$ cat src/rtl/layer_conf_pkg.sv
// Shared register map, default timings and payload types for the layer configuration bank.
package layer_conf_pkg;

    localparam logic [2:0] REG_T0H    = 3'd0;
    localparam logic [2:0] REG_T0L    = 3'd1;
    localparam logic [2:0] REG_T1H    = 3'd2;
    localparam logic [2:0] REG_T1L    = 3'd3;
    localparam logic [2:0] REG_RST_HI = 3'd4;
    localparam logic [2:0] REG_RST_LO = 3'd5;
    localparam logic [2:0] REG_CTRL   = 3'd6;
    localparam logic [2:0] REG_INFO   = 3'd7;

    localparam int unsigned CTRL_COMMIT_BIT = 0;

    localparam logic [7:0]  T0H_DEF_C = 8'd16;
    localparam logic [7:0]  T0L_DEF_C = 8'd34;
    localparam logic [7:0]  T1H_DEF_C = 8'd32;
    localparam logic [7:0]  T1L_DEF_C = 8'd18;
    localparam logic [15:0] RST_DEF_C = 16'd2500;

    // One channel's full timing set; count fields hold at most 8 significant bits.
    typedef struct packed {
        logic [7:0]  t0h;
        logic [7:0]  t0l;
        logic [7:0]  t1h;
        logic [7:0]  t1l;
        logic [15:0] rst;
    } timing_t;

    // Mask keeping the low w bits of a byte-wide count.
    function automatic logic [7:0] cnt_mask(input int unsigned w);
        return 8'((16'd1 << w) - 16'd1);
    endfunction

endpackage

$ cat src/rtl/layer_conf_ch.sv
// One channel: host-written shadow set, idle-gated transfer into the active set.
module layer_conf_ch
    import layer_conf_pkg::*;
#(
    parameter int unsigned CNT_W   = 8,
    parameter logic [7:0]  T0H_DEF = T0H_DEF_C,
    parameter logic [7:0]  T0L_DEF = T0L_DEF_C,
    parameter logic [7:0]  T1H_DEF = T1H_DEF_C,
    parameter logic [7:0]  T1L_DEF = T1L_DEF_C,
    parameter logic [15:0] RST_DEF = RST_DEF_C
) (
    input  logic       clk_in,
    input  logic       rst_n_in,
    input  logic       wr_en_in,
    input  logic [2:0] wr_idx_in,
    input  logic [7:0] wr_data_in,
    input  logic       commit_in,
    input  logic       idle_in,
    output timing_t    shadow_out,
    output timing_t    active_out,
    output logic       pending_out
);

    localparam logic [7:0] CNT_MASK = cnt_mask(CNT_W);
    localparam timing_t    DEF_SET  = '{
        t0h: T0H_DEF & CNT_MASK,
        t0l: T0L_DEF & CNT_MASK,
        t1h: T1H_DEF & CNT_MASK,
        t1l: T1L_DEF & CNT_MASK,
        rst: RST_DEF
    };

    timing_t r_shadow;
    timing_t r_active;
    logic    r_pending;
    logic    w_xfer;

    assign w_xfer = r_pending & idle_in;

    // Shadow bytes take host writes; count bytes keep only CNT_W bits.
    always_ff @(posedge clk_in or negedge rst_n_in) begin
        if (!rst_n_in) begin
            r_shadow <= DEF_SET;
        end else if (wr_en_in) begin
            case (wr_idx_in)
                REG_T0H:    r_shadow.t0h       <= wr_data_in & CNT_MASK;
                REG_T0L:    r_shadow.t0l       <= wr_data_in & CNT_MASK;
                REG_T1H:    r_shadow.t1h       <= wr_data_in & CNT_MASK;
                REG_T1L:    r_shadow.t1l       <= wr_data_in & CNT_MASK;
                REG_RST_HI: r_shadow.rst[15:8] <= wr_data_in;
                REG_RST_LO: r_shadow.rst[7:0]  <= wr_data_in;
                default:    ;
            endcase
        end
    end

    // Active set copies the pre-write shadow when a pending commit meets an idle channel.
    always_ff @(posedge clk_in or negedge rst_n_in) begin
        if (!rst_n_in) begin
            r_active <= DEF_SET;
        end else if (w_xfer) begin
            r_active <= r_shadow;
        end
    end

    // Pending: a new commit wins over the clear caused by a same-edge transfer.
    always_ff @(posedge clk_in or negedge rst_n_in) begin
        if (!rst_n_in) begin
            r_pending <= 1'b0;
        end else if (commit_in) begin
            r_pending <= 1'b1;
        end else if (w_xfer) begin
            r_pending <= 1'b0;
        end
    end

    assign shadow_out  = r_shadow;
    assign active_out  = r_active;
    assign pending_out = r_pending;

endmodule

$ cat src/rtl/layer_conf_bank.sv
// Multi-channel LED timing bank: address decode, per-channel instances, read-back and output packing.
module layer_conf_bank
    import layer_conf_pkg::*;
#(
    parameter int unsigned  NUM_CH  = 4,
    parameter int unsigned  CNT_W   = 8,
    parameter logic [7:0]   T0H_DEF = T0H_DEF_C,
    parameter logic [7:0]   T0L_DEF = T0L_DEF_C,
    parameter logic [7:0]   T1H_DEF = T1H_DEF_C,
    parameter logic [7:0]   T1L_DEF = T1L_DEF_C,
    parameter logic [15:0]  RST_DEF = RST_DEF_C,
    localparam int unsigned CH_W    = (NUM_CH > 1) ? $clog2(NUM_CH) : 1,
    localparam int unsigned ADDR_W  = CH_W + 3
) (
    input  logic                    clk_in,
    input  logic                    rst_n_in,
    input  logic                    wr_en_in,
    input  logic [ADDR_W-1:0]       wr_addr_in,
    input  logic [7:0]              wr_data_in,
    input  logic [ADDR_W-1:0]       rd_addr_in,
    output logic [7:0]              rd_data_out,
    input  logic [NUM_CH-1:0]       ch_idle_in,
    output logic [NUM_CH-1:0]       pending_out,
    output logic [NUM_CH*CNT_W-1:0] t0h_cnt_out,
    output logic [NUM_CH*CNT_W-1:0] t0l_cnt_out,
    output logic [NUM_CH*CNT_W-1:0] t1h_cnt_out,
    output logic [NUM_CH*CNT_W-1:0] t1l_cnt_out,
    output logic [NUM_CH*16-1:0]    rst_cnt_out
);

    localparam logic [CH_W:0] NUM_CH_L = (CH_W + 1)'(NUM_CH);

    logic [CH_W-1:0]   w_wr_ch;
    logic [2:0]        w_wr_idx;
    logic              w_wr_ok;
    logic [CH_W-1:0]   w_rd_ch;
    logic [2:0]        w_rd_idx;
    logic              w_rd_ok;
    logic [7:0]        w_rd_data;
    logic [7:0]        r_rd_data;
    logic [NUM_CH-1:0] w_pending;
    timing_t           w_shadow [NUM_CH];
    timing_t           w_active [NUM_CH];

    assign w_wr_ch  = wr_addr_in[ADDR_W-1:3];
    assign w_wr_idx = wr_addr_in[2:0];
    assign w_wr_ok  = ({1'b0, w_wr_ch} < NUM_CH_L);
    assign w_rd_ch  = rd_addr_in[ADDR_W-1:3];
    assign w_rd_idx = rd_addr_in[2:0];
    assign w_rd_ok  = ({1'b0, w_rd_ch} < NUM_CH_L);

    for (genvar c = 0; c < NUM_CH; c++) begin : g_ch
        logic w_sel;
        logic w_shadow_wr;
        logic w_commit;

        assign w_sel       = wr_en_in && w_wr_ok && (w_wr_ch == CH_W'(c));
        assign w_shadow_wr = w_sel && (w_wr_idx <= REG_RST_LO);
        assign w_commit    = w_sel && (w_wr_idx == REG_CTRL) && wr_data_in[CTRL_COMMIT_BIT];

        layer_conf_ch #(
            .CNT_W   (CNT_W),
            .T0H_DEF (T0H_DEF),
            .T0L_DEF (T0L_DEF),
            .T1H_DEF (T1H_DEF),
            .T1L_DEF (T1L_DEF),
            .RST_DEF (RST_DEF)
        ) u_ch (
            .clk_in      (clk_in),
            .rst_n_in    (rst_n_in),
            .wr_en_in    (w_shadow_wr),
            .wr_idx_in   (w_wr_idx),
            .wr_data_in  (wr_data_in),
            .commit_in   (w_commit),
            .idle_in     (ch_idle_in[c]),
            .shadow_out  (w_shadow[c]),
            .active_out  (w_active[c]),
            .pending_out (w_pending[c])
        );

        assign t0h_cnt_out[c*CNT_W +: CNT_W] = w_active[c].t0h[CNT_W-1:0];
        assign t0l_cnt_out[c*CNT_W +: CNT_W] = w_active[c].t0l[CNT_W-1:0];
        assign t1h_cnt_out[c*CNT_W +: CNT_W] = w_active[c].t1h[CNT_W-1:0];
        assign t1l_cnt_out[c*CNT_W +: CNT_W] = w_active[c].t1l[CNT_W-1:0];
        assign rst_cnt_out[c*16 +: 16]       = w_active[c].rst;
    end

    // Read-back mux: shadow bytes, pending status, channel count; unmapped channels read zero.
    always_comb begin
        w_rd_data = 8'h00;
        if (w_rd_ok) begin
            case (w_rd_idx)
                REG_T0H:    w_rd_data = w_shadow[w_rd_ch].t0h;
                REG_T0L:    w_rd_data = w_shadow[w_rd_ch].t0l;
                REG_T1H:    w_rd_data = w_shadow[w_rd_ch].t1h;
                REG_T1L:    w_rd_data = w_shadow[w_rd_ch].t1l;
                REG_RST_HI: w_rd_data = w_shadow[w_rd_ch].rst[15:8];
                REG_RST_LO: w_rd_data = w_shadow[w_rd_ch].rst[7:0];
                REG_CTRL:   w_rd_data = {7'b0, w_pending[w_rd_ch]};
                default:    w_rd_data = 8'(NUM_CH);
            endcase
        end
    end

    // Read data registered for a fixed one-cycle latency.
    always_ff @(posedge clk_in or negedge rst_n_in) begin
        if (!rst_n_in) begin
            r_rd_data <= 8'h00;
        end else begin
            r_rd_data <= w_rd_data;
        end
    end

    assign rd_data_out = r_rd_data;
    assign pending_out = w_pending;

endmodule

$ cat config.mk
export PLATFORM = sky130hd
export DESIGN_NAME = layer_conf_bank
export DESIGN_NICKNAME = d
export VERILOG_FILES = /design/src/rtl/layer_conf_pkg.sv /design/src/rtl/layer_conf_ch.sv /design/src/rtl/layer_conf_bank.sv
export SDC_FILE = /design/constraint.sdc
export NUM_CORES = 1
export LEC_CHECK = 0
export CAP_MARGIN = 20
export CORE_MARGIN = 10
export CORE_UTILIZATION = 47
export DETAILED_ROUTE_END_ITERATION = 8
export PLACE_DENSITY = 0.7
export SLEW_MARGIN = 30
export SYNTH_ARGS = -nofsm -noshare
export SYNTH_HDL_FRONTEND = slang
export SYNTH_SLANG_ARGS = --single-unit
$ cat constraint.sdc
create_clock -name clk_in -period 2.4 [get_ports clk_in]
set_input_delay 0.6 -clock clk_in [delete_from_list [all_inputs] [get_ports clk_in]]
set_output_delay 0.6 -clock clk_in [all_outputs]
set_load 0.1 [all_outputs]
# After elaboration in Yosys (flattened, before gate mapping)
# Index checks and enable logic that the tools add are counted.
word_totals:
  regBits: 396
  in_bits: 25
  out_inout_bits: 204
  wordCells: 133
classes:
  magnitude_cmp: 3
  eq_ne: 15
  mux: 14
  bitwise_logic: 5
  n_reduce_logical: 47
ops:
  columns: ["operator", "n"]
  rows:
  - ["binary-select mux 48 bit (select 2 bit)", 1]
  - ["2-to-1 mux 48 bit", 2]
  - ["one-hot mux 8 bit (7 select lines)", 1]
  - ["AND reduction 2 bit", 24]
  - ["== test 3 bit, second input constant", 6]
  - ["logical AND 1 bit", 16]
  - ["== test 3 x 2 -> 1 bit, second input constant", 4]
  - ["2-to-1 mux 1 bit", 9]
  - ["nonzero test 2 bit", 4]
  - ["== test 3 x 1 -> 1 bit, second input constant", 2]
  - ["zero test 3 bit", 2]
  - ["AND 1 bit", 4]
  - ["== test 2 bit, second input constant", 2]
  - [">= comparator 3 bit, second input constant", 1]
  - ["<= comparator 3 bit, second input constant", 1]
  - ["< comparator 2 x 3 -> 1 bit, second input constant", 1]
  - ["NOT 2 -> 3 bit", 1]
  - ["binary-select mux 1 bit (select 2 bit)", 1]
  - ["== test 2 x 1 -> 1 bit, second input constant", 1]
  - ["zero test 2 bit", 1]

# Depth between registers and ports, before layout
depth:
  depth_word: 5
  ltp_mapped: 8
  depth_no_buf: 4

# Cells and area by module
# From an unflattened synthesis, not the netlist that was laid out.
unflattened:
  cells_unflattened: 993
  hier_area_um2: 16584.7
by_module_without_submodules:
  columns: ["module", "instances", "cells_per_inst", "area_per_inst_um2", "seq_area_each_um2"]
  rows:
  - ["layer_conf_ch", 4, 211, 3666.0, 2454.9]
  - ["layer_conf_bank", 1, 149, 1920.6, 200.2]

# Least setup slack after synthesis
# No wires, ideal clock.
synth_timing:
  path_kind: "input port to flip-flop"
  from: "input port rd_addr_in[4]"
  to: "register r_rd_data[5], in the netlist rd_data_out[5]"
  setup_time_ns: 0.136
  t_arrival_ns: 1.734
  t_required_ns: 2.264
  path_slack_ns: 0.530
  stages: 7
  path_buffers: 3
  cell_sequence: "buf_2 -> buf_6 -> buf_4 -> mux4_2 -> mux2_2 -> nand2_1 -> o311ai_1"
synth_via:
  elab_chain_len: 5
synth_rtl:
  columns: ["element", "line_no", "text"]
  rows:
  - ["start: declaration", "layer_conf_bank.sv:20", "input logic [ADDR_W-1:0] rd_addr_in,"]
  - ["NOT 2 -> 3 bit (implied by the code)", null, null]
  - ["binary-select mux 48 bit (select 2 bit)", null, null]
  - ["2-to-1 mux 48 bit (implied by the code) (2 in series)", "layer_conf_bank.sv:98", "REG_RST_LO: w_rd_data = w_shadow[w_rd_ch].rst[7:0];"]
  - ["one-hot mux 8 bit (7 select lines)", "layer_conf_bank.sv:92", "case (w_rd_idx)"]
  - ["via w_rd_data[5]", "layer_conf_bank.sv:39", "logic [7:0] w_rd_data;"]
  - ["end signal: assignment", "layer_conf_bank.sv:110", "r_rd_data <= w_rd_data;"]
  - ["end: declaration", "layer_conf_bank.sv:40", "logic [7:0] r_rd_data;"]
# The timed path passes the listed nets, and every way through them passes these cells. The select of a mux whose other input is x is not followed.
# A chain may end at the register's enable or synchronous reset.

# Worst setup path after layout
layout_timing:
  from: "register g_ch[0].u_ch.r_active, in the netlist g_ch[0].u_ch.active_out[2]"
  to: "output port rst_cnt_out[2]"
layout_lines:
  columns: ["element", "line_no", "text"]
  rows:
  - ["start: declaration", "layer_conf_ch.sv:34", "timing_t r_active;"]
  - ["start signal: assignment", "layer_conf_ch.sv:62", "r_active <= r_shadow;"]
  - ["end: declaration", "layer_conf_bank.sv:28", "output logic [NUM_CH*16-1:0] rst_cnt_out"]
# No word-level cell between the ends.

==> impl_metrics.py <==
metrics = {
    "placed_design": {
        "place_ws_ns": -0.1473,
        "dp_hpwl_um": 34250,
        "gp_congestion": 0.8639,
        "port_buffers": 228,
    },
    "clock_tree": {
        "ctsLongestPathBuffers": 3,
        "postCtsSetupRepairBufs": 0,
        "clock_latency_ns": 0.54,
        "ctsHtreeMaxLevel": 2,
        "clk_pin_slew_ns": 0.06,
        "holdBufCountCts": 0,
        "cts_sinks": 396,
        "cts-root-buf": "clkbuf_16",
        "numCtsBuffers": 42,
        "cts_tree": "yes",
        "ctsResizeCount": 0,
    },
    "critical_path": {
        "arrival_ns": 1.42,
        "path_cells": "buf_4",
        "cp.required_ns": 1.80,
        "critPathBufInv": 1,
        "worst-path-max-fanout": 2,
        "cp_slowest_cell": "dfstp_2",
        "cp-end-kind": "output pin",
        "start_kind": "flip-flop",
        "path_delay_family": "flip-flops",
        "path_class": "flip-flop to output pin",
        "max_stage_delay_ns": 0.57,
        "r2r_slack_ns": 0.69,
    },
    "floorplan": {
        "die-area_um2": 43280,
        "io_pins": 229,
        "core.rowCount": 68,
        "die_h_um": 208.0,
        "dieWidth_um": 208.0,
        "start_util": 0.4787,
        "coreArea_um2": 34710,
    },
    "synth": {
        "synth_flop_cell": "dfrtp_1",
        "avgSynthCellArea_um2": 15.90,
        "yosysWarnings": 0,
        "synth_fp_nets": 1070,
        "synth_seq_cells": 396,
        "seq_area_frac_synth": 0.6029,
        "synth_edf_count": 0,
        "syn_inst": 1045,
        "synth_cell_types": 48,
        "synthArstFlopShare": 1.000,
        "synth_area_um2": 16620,
    },
    "cells_and_area": {
        "drive_above_1_share": 0.6457,
        "most-common-layout-cells": "mux2_2, dfrtp_1, buf_4",
        "nFillCells": 2699,
        "final_net_count": 1361,
        "final_common_cell": "mux2_2",
        "final_core_utilization": 0.6046,
        "area_growth_pct": 26.28,
    },
    "global_routing": {
        "met3_usage": 0.06081,
        "antenna_found_initial": 3,
        "grt_max_degree": 63,
        "busiest_layer": "met2",
        "use_met2": 0.3408,
        "grt_pass1_wl_um": 72660,
        "grt_overflow_total": 0,
        "gr-usage-all-layers": 0.2171,
        "grtUsageMet1": 0.2950,
        "grt_pass1_vias": 11004,
    },
    "timing": {
        "finalHoldViolations": 0,
        "grt_setup_unrepaired": "no",
        "setup_viol": 0,
        "drv_slew": 0,
        "fin_crit_sh": 0.8414,
        "fmax_mhz": 495.2,
        "slew_headroom": 0.5817,
        "tns_ns": 0,
        "clock_skew_ns": 0.01857,
        "fin_ws_ns": 0.3806,
        "tightest_slew_ns": 0.6274,
        "fin_crit_ns": 2.019,
    },
    "pwr": {
        "fin_total_pwr_uw": 20380,
        "p_per_area_nw_per_um2": 971.3,
        "p_leak_uw": 0.01008,
        "peakVddDrop_mv": 0.6074,
    },
    "detailed_routing": {
        "drt-initial-drc-count": 618,
        "wl_per_cell_um": 25.94,
        "drc": 0,
        "ant_nets": 0,
        "vias": 10202,
        "drt_first_pass_iters": 4,
        "via_per_inst": 5.587,
        "postRouteWirelength_um": 47370,
    },
    "job": {
        "cap_violations": 0,
    },
    "min_path": {
        "holdCritPathClass": "input port to asynchronous set/reset pin",
    },
    "run_status": {
        "status": "finished clean",
    },
}
## cells in the mapped netlist, types with 5 or more instances
cell type  number  area, um^2
a22oi_1         6       45.04
buf_1           5       18.77
buf_2          13       65.06
buf_4          10       75.07
clkbuf_1       29       108.9
dfrtp_1       308        7707
dfstp_2        88        2312
inv_1           5       18.77
mux2_1          9       101.4
mux2_2        387        4358
mux2i_1        20       200.2
mux4_2         32       720.7
nand2_1        36       135.1
nand3_1         6       30.03
nor2_1          8       30.03
nor2_4          7       78.83
nor2b_1        14       87.58
or2_2           5       31.28
## registers in the layout (all words and copies together), names as in the netlist
name                   cells
g_ch.u_ch.active_out     192
g_ch.u_ch.pending_out      4
g_ch.u_ch.shadow_out     192
rd_data_out                8
## routing by layer
layer / vias up / share of wire
met3: 63 / 0.075
met4: 2 / 0.018
li1: 4420 / -
met2: 326 / 0.47
met5: - / 0.00027
met1: 5391 / 0.44
## power breakdown
group	internal, uW	leakage (uW)	switching [uW]
clock	4090	0.000717	2630
combinational	1560	0.00436	3480
sequential	7810	0.00500	816
## layout make-up
type	instances	area (um^2)	area share
Sequential cell	396	10020	0.4774
Multi-Input combinational cell	584	6289	0.2996
Timing Repair Buffer	307	2638	0.1257
Clock buffer	67	1319	0.06284
Tap cell	455	569.3	0.02713
Clock inverter	10	128.9	0.006141
Inverter	5	18.77	0.0008943
Antenna cell	2	5.005	0.0002385
## path summary, 6_finish.rpt
kind	startpoint	to	cells past startpoint
worst max register to register	g_ch[1].u_ch.shadow_out[47]	rd_data_out[7]	4
min in group clk_in	g_ch[0].u_ch.active_out[41]	g_ch[0].u_ch.active_out[41]	1
worst min register to register	g_ch[0].u_ch.active_out[41]	g_ch[0].u_ch.active_out[41]	1
worst min-delay path	rst_n_in	g_ch[1].u_ch.active_out[36]	1
worst max-delay path	g_ch[0].u_ch.active_out[2]	rst_cnt_out[2]	1
max in group asynchronous	rst_n_in	g_ch[3].u_ch.active_out[11]	2
## metrics by stage
step                instance area, um^2  instances  hold slack [ns]
detailed placement                19530       1747           0.4955
floorplan                         16620       1045           0.3044
global route                      20980       1824          0.06345
CTS                               20980       1824          0.05742
global placement                  19530       1747           0.4910
finish                            20990       1826          0.02909
## logic make-up after synthesis
group	count (synthesis)	synth area share
flip-flops	396	0.6029
buffers and inverters	65	0.01927
AND/OR/NAND/NOR	96	0.03366
AO/OA/AOI/OAI	38	0.01724
multiplexers	450	0.3269
Note: power is estimated with default switching activity, not from simulation.
